[config.mk]
export PLATFORM = sky130hd
export DESIGN_NAME = wb_dma_rf_wb_slv
export DESIGN_NICKNAME = d
export VERILOG_FILES = /design/src/rtl/wb_dma_rf_wb_slv.sv
export SDC_FILE = /design/constraint.sdc
export NUM_CORES = 1
export LEC_CHECK = 0
export ABC_AREA = 1
export ABC_CLOCK_PERIOD_IN_PS = 8900
export CORE_MARGIN = 4
export CORE_UTILIZATION = 43
export CTS_BUF_LIST = sky130_fd_sc_hd__clkbuf_2
export DETAILED_ROUTE_END_ITERATION = 12
export GPL_TIMING_DRIVEN = 0
export PLACE_DENSITY = 0.88
export SYNTH_ARGS = -nofsm -noshare
export SYNTH_HDL_FRONTEND = slang
export SYNTH_SLANG_ARGS = --single-unit
export TNS_END_PERCENT = 100
[constraint.sdc]
create_clock -name clk -period 8.9 [get_ports clk]
set_input_delay 2.67 -clock clk [delete_from_list [all_inputs] [get_ports clk]]
set_output_delay 2.67 -clock clk [all_outputs]
set_load 0.05 [all_outputs]
[src/rtl/wb_dma_rf_wb_slv.sv]
// Wishbone slave front-end for the DMA register file.
// Turns host bus cycles into one-cycle register-file strobes and returns ack/err.
module wb_dma_rf_wb_slv #(
    parameter int unsigned CH_COUNT = 8
) (
    input  logic        clk,
    input  logic        rst,
    input  logic        wb_cyc_i,
    input  logic        wb_stb_i,
    input  logic        wb_we_i,
    input  logic [31:0] wb_addr_i,
    input  logic [3:0]  wb_sel_i,
    input  logic [31:0] wb_data_i,
    output logic [31:0] wb_data_o,
    output logic        wb_ack_o,
    output logic        wb_err_o,
    output logic [7:0]  wb_rf_adr,
    output logic [31:0] wb_rf_din,
    output logic        wb_rf_we,
    output logic        wb_rf_re,
    input  logic [31:0] wb_rf_dout
);

    typedef enum logic [2:0] {IDLE, WR, RD, RD2, DONE} state_t;

    state_t     state;
    logic       req;
    logic       valid;
    logic [4:0] blk;
    logic       unused_addr;

    assign req         = wb_cyc_i & wb_stb_i;
    assign blk         = wb_addr_i[9:5];
    assign valid       = (32'(blk) <= CH_COUNT) && (wb_sel_i == 4'hF) &&
                         (wb_addr_i[1:0] == 2'b00);
    assign unused_addr = ^wb_addr_i[31:10];

    always_ff @(posedge clk or posedge rst) begin
        if (rst) begin
            state     <= IDLE;
            wb_data_o <= '0;
            wb_ack_o  <= 1'b0;
            wb_err_o  <= 1'b0;
            wb_rf_adr <= '0;
            wb_rf_din <= '0;
            wb_rf_we  <= 1'b0;
            wb_rf_re  <= 1'b0;
        end else begin
            case (state)
                IDLE: begin
                    if (req) begin
                        if (!valid) begin
                            wb_err_o <= 1'b1;
                            state    <= DONE;
                        end else if (wb_we_i) begin
                            wb_rf_adr <= wb_addr_i[9:2];
                            wb_rf_din <= wb_data_i;
                            wb_rf_we  <= 1'b1;
                            state     <= WR;
                        end else begin
                            wb_rf_adr <= wb_addr_i[9:2];
                            wb_rf_re  <= 1'b1;
                            state     <= RD;
                        end
                    end
                end
                WR: begin
                    // A write strobe already issued is not retracted on abort.
                    wb_rf_we <= 1'b0;
                    if (!wb_cyc_i) begin
                        state <= IDLE;
                    end else begin
                        wb_ack_o <= 1'b1;
                        state    <= DONE;
                    end
                end
                RD: begin
                    wb_rf_re <= 1'b0;
                    state    <= wb_cyc_i ? RD2 : IDLE;
                end
                RD2: begin
                    if (!wb_cyc_i) begin
                        state <= IDLE;
                    end else begin
                        wb_data_o <= wb_rf_dout;
                        wb_ack_o  <= 1'b1;
                        state     <= DONE;
                    end
                end
                DONE: begin
                    // Request is not sampled here, so a held stb is not served twice.
                    wb_ack_o <= 1'b0;
                    wb_err_o <= 1'b0;
                    state    <= IDLE;
                end
                default: begin
                    state <= IDLE;
                end
            endcase
        end
    end

endmodule

==> flow_summary.yaml, run 1 <==
cts:
  clkSinkCount: 79
  cts_made_buffers: 9
  cts_resized: 0
  cts_root_buf: "clkbuf_2"
  clock_latency_ps: 490
  cts_hold_buf: 0
  htreeDepth: 3
  clk_pin_slew_ps: 240
  tritoncts: "yes"
  clk_path_buf_depth: 2
  post-cts-setup-buffers: 0
detailed_routing:
  drtIter0Drc: 84
  drtAntennaViolNets: 0
  drtPass1Iterations: 5
  avgViaCountPerCell: 4.81
  drc_errors: 0
  via_count: 2832
  totalWireLength_um: 8340
  wl_per_cell_um: 14.2
synthesis:
  synth_top_area_frac: 0.606
  synth_top_family_by_area: "simple AND/OR/NAND/NOR gates"
  synth_xor_area_frac: 0
  yosysTopAreaCell: "dfrtp_1"
  ys_warn_count: 0
  synthDistinctLibCells: 19
  syn_inst: 315
  synthMostInstantiatedCell: "nand2_1"
  seq_area_frac_synth: 0.606
  synth_area_leaders: "dfrtp_1 (61%), nand2_1 (12%), mux2_2 (7.9%)"
  netlist_top_cells_count: "nand2_1 (101), dfrtp_1 (79), nand3_1 (38), mux2_2 (23), inv_1 (19)"
  synth_fa_ha_area_frac: 0
  synth_area_per_cell_um2: 10.4
  synth_area_um2: 3260
  synth_compound_area_frac: 0.0199
  synthArstFlopShare: 1.00
  syn_nets: 420
  synth_simple_gate_area_frac: 0.208
  dominantRegCellSynth: "dfrtp_1"
  muxShareOfSynthArea: 0.110
  ys_seq_elements: 79
  synth_edf_count: 0
die:
  die-area_um2: 9040
  coreArea_um2: 7330
  start_util: 0.445
  dieHeight_um: 95.1
  die_w_um: 95.1
  io_pins: 181
  row_count: 31
placement:
  dpl_cell_area_um2: 5000
  port-buffer-count: 158
  place_congestion: 0.779
  hpwlAfterDp_um: 6520
  placed_cells: 573
sta:
  drv_slew: 0
  rsz0062_at_grt: "no"
  setup_viol: 0
  finalHoldViolCount: 0
  tightest_slew_ps: 537
  skew_ps: 24.3
  slew_headroom: 0.641
  setup_tns_ps: 0
  fmax_ghz: 0.228
  fin_crit_sh: 0.493
  min_period_ps: 4390
worst_setup_path:
  ff2ff_setup_slack_ps: 7390
  crit_fanout: 2
  crit_slowest_cell: "clkdlybuf4s50_1"
  worst-path-buf-inv: 1
  max_stage_delay_ps: 830
  critPathCaptureType: "primary output"
  start_kind: "flip-flop"
  r2r_start: "state[0]$_DFFE_PP0N_"
  required_ps: 6230
  worstPathCellList: "clkdlybuf4s50_1"
  r2r_cells: 7
  r2r_end: "wb_rf_din[14]$_DFFE_PP0P_"
  criticalPathCategory: "reg2out"
  cp_top_family: "buffers and inverters"
  arrival_ps: 1720
run:
  cap_violations: 0
power:
  irDropWorstVdd_mv: 0.0738
  leakage_nw: 2.57
  power.total_uw: 734
  power.density_nw_per_um2: 143
final_layout:
  nets: 590
  drive_gt1_frac: 0.120
  multi_input_area_um2: 1100
  fin_cells: 589
  diodes: 0
  syn_to_final_growth_pct: 57.6
  final_area_um2: 5140
  n_fill_cell: 536
  seqCellArea_um2: 1980
hold_path:
  hp-start: "wb_rf_din[5]$_DFFE_PP0P_"
  hold_path.class: "reg2reg"
  hold_path_end: "wb_rf_din[5]$_DFFE_PP0P_"
  whs_path_depth: 2
global_routing:
  grt_pass1_wl_um: 13400
  first_global_vias: 2916
  antenna_found_initial: 0
  grt_usage: 0.188
  grt_start_max_net_pins: 52
  grt_overflow: 0
status:
  status: "complete, no violations"
through the flow:
stage                      util  setup WS [ps]  hold slack, ps
final                     0.701           4510             501
after CTS                 0.701           4440             508
after global placement    0.678           2980             453
after floorplan               -           4210             518
after global routing      0.701           4370             535
after detailed placement  0.682           4610             461
cell families after synthesis:
kind of cell           after synthesis
and+or+nand+nor                    156
DFF                                 79
muxes                               32
AOI/OAI and AO/OA                   13
buffers and inverters               35
per-layer routing:
layer | up-vias | wire length, um | GRT usage | part of all wire
li1 | 1361 | - | - | -
met1 | 1339 | 3350 | 0.216 | 0.40
met2 | 119 | 4050 | 0.319 | 0.49
met3 | 13 | 813 | 0.0734 | 0.097
met4 | 0 | 123 | 0.0673 | 0.015
met5 | - | 0 | 0 | 0
state kept, by name, indices dropped and copies added, names as in the netlist:
name	count
wb_rf_we	1
wb_rf_adr	8
wb_err_o	1
wb_ack_o	1
wb_rf_re	1
wb_rf_din	32
wb_data_o	32
state	3
cells in the final DEF, fill, tap and decap left out, drive strengths merged, types with 9 or more instances in the layout:
| master | instances |
|---|---|
| clkbuf | 14 |
| inv | 22 |
| buf | 11 |
| nand2 | 102 |
| mux2 | 32 |
| nor2 | 11 |
| dfrtp | 79 |
| nand3 | 39 |
| o21ai | 9 |
| clkdlybuf4s50 | 158 |
final cells by class:
class                      count  share of cell area
timing repair buffer         159               0.313
clock inverter                 6              0.0183
multi-input combinational    201               0.215
buffer                        14              0.0200
inverter                      21              0.0158
clock buffer                  10             0.00973
sequential                    79               0.385
tap                           99              0.0241
where the power goes:
group / switching [mW] / internal [mW] / total [mW]
clock: 0.126 / 0.0962 / 0.222
combinational: 0.0766 / 0.0584 / 0.135
sequential: 0.00601 / 0.370 / 0.376
total: 0.209 / 0.525 / 0.734
how the worst max path moves through the flow:
stage,startpoint,to,depth (start not counted)
floorplan,rst,state[0]$_DFFE_PP0N_,1
global placement,rst,wb_rf_din[1]$_DFFE_PP0P_,2
detailed placement,wb_cyc_i,wb_rf_din[14]$_DFFE_PP0P_,7
CTS,wb_data_o[18]$_DFFE_PP0P_,wb_data_o[18],1
global route,wb_data_o[18]$_DFFE_PP0P_,wb_data_o[18],1
finish,wb_data_o[18]$_DFFE_PP0P_,wb_data_o[18],1
No activity file was read; power rests on OpenSTA's default activity.
==> run 2: changes to the inputs <==
Settings changed: ABC_CLOCK_PERIOD_IN_PS 8900 to 3500, CORE_UTILIZATION 43 to 36, PLACE_DENSITY 0.88 to 0.79.
Clock period 8.9 ns to 3.5 ns, I/O delays scaled along.
==> run 2 against run 1 <==
Net effect: design area increased by 0.73%; clock power grew to 3.0 times the previous value; first-iteration DRC count fell by 25%; via count shrank 2.7%; critical path depth unchanged; critical path type unchanged; largest cell class unchanged.
==> flow_summary.yaml, run 2 (synthesis gave the netlist of run 1 again) <==
hold_path:
  whs_path_depth: 2
  hold_path.class: "reg2reg"
  hold_path_end: "wb_rf_we$_DFFE_PP0P_"
  hp-start: "wb_rf_we$_DFFE_PP0P_"
worst_setup_path:
  max_stage_delay_ps: 810
  criticalPathCategory: "reg2out"
  r2r_start: "state[0]$_DFFE_PP0N_"
  critPathCaptureType: "primary output"
  crit_fanout: 2
  required_ps: 2450
  crit_slowest_cell: "clkdlybuf4s50_1"
  worst-path-buf-inv: 1
  cp_top_family: "buffers and inverters"
  start_kind: "flip-flop"
  arrival_ps: 1720
  ff2ff_setup_slack_ps: 1960
  r2r_cells: 7
  worstPathCellList: "clkdlybuf4s50_1"
  r2r_end: "wb_rf_din[4]$_DFFE_PP0P_"
sta:
  finalHoldViolCount: 0
  fin_crit_sh: 0.791
  setup_viol: 0
  min_period_ps: 2770
  whs_ps: 495
  skew_ps: 27.1
  slew_headroom: 0.648
  tightest_slew_ps: 526
  rsz0062_at_grt: "no"
  finalWorstSetupSlack_ps: 732
  fmax_ghz: 0.361
  drv_slew: 0
  setup_tns_ps: 0
cts:
  post-cts-setup-buffers: 0
  htreeDepth: 3
  clk_pin_slew_ps: 230
  cts_made_buffers: 9
  clock_latency_ps: 490
  cts_resized: 0
  clk_path_buf_depth: 2
  clkSinkCount: 79
  cts_root_buf: "clkbuf_2"
  cts_hold_buf: 0
  tritoncts: "yes"
detailed_routing:
  avgViaCountPerCell: 4.62
  top_layer: "met4"
  drtAntennaViolNets: 0
  drc_errors: 0
  wl_per_cell_um: 14.2
  via_count: 2756
  routed-wl-met3_um: 781
  drtPass1Iterations: 4
  dr_wl_met2_um: 4130
  totalWireLength_um: 8440
  drtIter0Drc: 63
  drt-met1-wl_um: 3440
power:
  power.density_nw_per_um2: 381
  leakage_nw: 2.59
  switching_share: 0.257
  irDropWorstVdd_mv: 0.241
  combPwrFrac: 0.173
  switching_power_uw: 507
  clockPowerShare: 0.341
  power.internal_mw: 1.47
  seqPwrFrac: 0.486
final_layout:
  drive_gt1_frac: 0.117
  utilization: 0.591
  nets: 590
  largestRegisters: "wb_data_o x32, wb_rf_din x32, wb_rf_adr x8"
  syn_to_final_growth_pct: 58.8
  final_common_cell: "clkdlybuf4s50_1"
  diodes: 0
  n_fill_cell: 774
  layout_common_cells: "clkdlybuf4s50_1 (158), nand2_1 (101), dfrtp_1 (79)"
status:
  status: "complete, no violations"
die:
  coreArea_um2: 8760
  io_pins: 181
  die-area_um2: 10600
  dieHeight_um: 103
  die_w_um: 103
  row_count: 34
  start_util: 0.372
global_routing:
  grt_usage: 0.156
  antenna_found_initial: 0
  grt_overflow: 0
  grt_pass1_wl_um: 13000
  grt_start_max_net_pins: 56
  first_global_vias: 2728
placement:
  hpwlAfterDp_um: 6570
  place_congestion: 0.769
  port-buffer-count: 158
  pre_cts_ws_ps: 816
run:
  cap_violations: 0
## run 2: cell types whose count changed in the layout (fill, tap and decap cells not counted), sizes merged
cell | before | now
inv | 22 | 21
clkinv | 2 | 0
clkinvlp | 1 | 0
bufinv | 2 | 4
## run 2: per-layer routing
layer  track usage  vias up
li1              -     1357
met1         0.194     1287
met2         0.263      104
met3        0.0516        8
met4        0.0388        0
met5             0        -
## run 2: worst max path at each step
stage	start	end	slack [ps]	depth (start not counted)
4_1_cts	wb_rf_din[0]$_DFFE_PP0P_	wb_rf_din[0]	650	1
2_1_floorplan	rst	state[0]$_DFFE_PP0N_	430	1
3_5_place_dp	wb_addr_i[6]	wb_rf_din[4]$_DFFE_PP0P_	820	8
3_3_place_gp	rst	wb_rf_adr[5]$_DFFE_PP0P_	-850	2
5_1_grt	wb_data_o[24]$_DFFE_PP0P_	wb_data_o[24]	610	1
6_report	wb_rf_din[14]$_DFFE_PP0P_	wb_rf_din[14]	730	1
## run 2: per-stage QoR
stage / total power, mW / cells / cell area, um2
CTS: 2.00 / 596 / 5180
finish: 1.97 / 596 / 5180
detailed placement: 1.32 / 582 / 5010
floorplan: 1.15 / 315 / 3260
global placement: 1.31 / 581 / 4980
global route: 2.07 / 596 / 5180
## run 2: power groups by stage
| stage | sequential (mW) | combinational (mW) | clock (mW) |
|---|---|---|---|
| floorplan | 1.05 | 0.0980 | 0 |
| global placement | 0.973 | 0.336 | 0 |
| detailed placement | 0.975 | 0.343 | 0 |
| CTS | 0.959 | 0.346 | 0.698 |
| global route | 0.962 | 0.370 | 0.733 |
| finish | 0.958 | 0.342 | 0.672 |
## run 2: layout make-up
type,count,area (um2),share of cell area
Sequential cell,79,1980,0.382
Timing Repair Buffer,159,1610,0.311
Multi-Input combinational cell,201,1100,0.213
Tap cell,108,135,0.0261
Clock inverter,4,120,0.0232
Buffer,14,103,0.0198
Inverter,21,81.3,0.0157
Clock buffer,10,50.0,0.00966
==> run 3: changes to the inputs <==
Settings changed: ABC_CLOCK_PERIOD_IN_PS 3500 to 2650, CORE_UTILIZATION 36 to 40, PLACE_DENSITY 0.79 to 0.83.
Clock period 3.5 ns to 2.65 ns, I/O delays scaled along.
==> run 3 against run 2 <==
Net effect: cell count shrank 1.0%; routed wire length is 1.7% higher; utilization increased by 5.8 points; power up 17%; count of clock-buffer cells in the layout fell by 1; combinational power is 32% higher; register-to-register slack worse by 830 ps; sequential power is 32% higher; clock power is 11% lower; critical endpoint is now wb_rf_adr[3].
==> flow_summary.yaml, run 3 (synthesis gave the netlist of run 1 again) <==
status:
  status: "complete, no violations"
cts:
  htreeDepth: 3
  cts_made_buffers: 9
  tritoncts: "yes"
  clkSinkCount: 79
  cts_hold_buf: 0
  clock_latency_ps: 500
  clk_pin_slew_ps: 220
  cts_resized: 0
  clk_path_buf_depth: 2
  post-cts-setup-buffers: 0
  cts_root_buf: "clkbuf_2"
final_layout:
  final_common_cell: "clkdlybuf4s50_1"
  syn_to_final_growth_pct: 56.2
  diodes: 0
  fin_cells: 590
  drive_gt1_frac: 0.115
  layout_common_cells: "clkdlybuf4s50_1 (157), nand2_1 (101), dfrtp_1 (79)"
  final_area_um2: 5090
  nets: 590
  n_fill_cell: 650
  largestRegisters: "wb_data_o x32, wb_rf_din x32, wb_rf_adr x8"
worst_setup_path:
  max_stage_delay_ps: 810
  ff2ff_setup_slack_ps: 1130
  criticalPathCategory: "reg2out"
  start_kind: "flip-flop"
  crit_fanout: 2
  cp_top_family: "buffers and inverters"
  crit_slowest_cell: "clkdlybuf4s50_1"
  r2r_end: "wb_rf_din[4]$_DFFE_PP0P_"
  required_ps: 1860
  arrival_ps: 1730
  worstPathCellList: "clkdlybuf4s50_1"
  r2r_cells: 7
  worst-path-buf-inv: 1
  r2r_start: "state[0]$_DFFE_PP0N_"
  critPathCaptureType: "primary output"
detailed_routing:
  via_count: 2830
  drt-met1-wl_um: 3600
  avgViaCountPerCell: 4.80
  routed-wl-met3_um: 632
  drtPass1Iterations: 5
  drc_errors: 0
  top_layer: "met4"
  drtAntennaViolNets: 0
  dr_wl_met2_um: 4240
  wl_per_cell_um: 14.5
  drtIter0Drc: 105
  totalWireLength_um: 8580
die:
  start_util: 0.416
  die-area_um2: 9660
  row_count: 32
  dieHeight_um: 98.3
  io_pins: 181
  coreArea_um2: 7850
  die_w_um: 98.3
sta:
  setup_tns_ps: 0
  tightest_slew_ps: 909
  rsz0062_at_grt: "no"
  fmax_ghz: 0.396
  finalWorstSetupSlack_ps: 128
  slew_headroom: 0.393
  skew_ps: 29.0
  min_period_ps: 2520
  setup_viol: 0
  finalHoldViolCount: 0
  fin_crit_sh: 0.952
  drv_slew: 0
hold_path:
  whs_path_depth: 2
  hold_path.class: "reg2reg"
  hold_path_end: "wb_rf_we$_DFFE_PP0P_"
  hp-start: "wb_rf_we$_DFFE_PP0P_"
power:
  irDropWorstVdd_mv: 0.310
  power.internal_mw: 1.64
  power.density_nw_per_um2: 454
  switching_share: 0.291
  leakage_nw: 2.56
  combPwrFrac: 0.196
  clockPowerShare: 0.257
  switching_power_uw: 673
  seqPwrFrac: 0.547
placement:
  placed_cells: 576
  place_congestion: 0.790
  pre_cts_ws_ps: 226
  port-buffer-count: 158
  hpwlAfterDp_um: 6670
  dpl_cell_area_um2: 4990
global_routing:
  grt_pass1_wl_um: 14200
  grt_usage: 0.182
  antenna_found_initial: 0
  grt_overflow: 0
  first_global_vias: 2950
  grt_start_max_net_pins: 42
run:
  cap_violations: 0
-- run 3: worst max-delay path by stage --
stage | from | end | slack, ps | cells after the start
6_report | wb_rf_adr[3]$_DFFE_PP0P_ | wb_rf_adr[3] | 130 | 1
5_1_grt | wb_rf_adr[4]$_DFFE_PP0P_ | wb_rf_adr[4] | 6 | 1
4_1_cts | wb_rf_adr[3]$_DFFE_PP0P_ | wb_rf_adr[3] | 70 | 1
3_5_place_dp | wb_addr_i[6] | wb_rf_din[4]$_DFFE_PP0P_ | 230 | 8
3_3_place_gp | rst | wb_rf_din[15]$_DFFE_PP0P_ | 90 | 2
2_1_floorplan | rst | state[0]$_DFFE_PP0N_ | 960 | 1
-- run 3: worst register-to-register path, delay by kind of cell, from the launching register on --
family,cells,cell delay [ps]
buf+inv,2,370
flops,1,470
simple gates,5,600
-- run 3: layout make-up --
cell class / count / area [um2] / share of cell area
buffer: 14 / 103 / 0.0201
clock buffer: 9 / 45.0 / 0.00884
clock inverter: 5 / 51.3 / 0.0101
inverter: 21 / 82.6 / 0.0162
multi-input combinational: 201 / 1100 / 0.217
sequential: 79 / 1980 / 0.388
tap: 102 / 128 / 0.0251
timing repair buffer: 159 / 1600 / 0.315
-- run 3: per-layer routing --
layer	track usage	vias up
li1	-	1352
met2	0.316	106
met1	0.215	1362
met3	0.0657	10
met5	0	-
met4	0.0431	0
-- run 3: power groups by stage --
stage / sequential [mW] / clock, mW / combinational [mW]
2_1_floorplan: 1.39 / 0 / 0.130
3_3_place_gp: 1.29 / 0 / 0.443
3_5_place_dp: 1.29 / 0 / 0.454
4_1_cts: 1.26 / 0.615 / 0.457
5_1_grt: 1.27 / 0.667 / 0.491
6_report: 1.26 / 0.595 / 0.453
-- run 3: metrics by stage --
| stage | util | hold slack [ps] | power (mW) |
|---|---|---|---|
| 5_1_grt | 0.649 | 518 | 2.43 |
| 4_1_cts | 0.649 | 498 | 2.34 |
| 6_report | 0.649 | 492 | 2.31 |
| 3_3_place_gp | 0.634 | 454 | 1.73 |
| 3_5_place_dp | 0.636 | 458 | 1.74 |
| 2_1_floorplan | - | 518 | 1.52 |
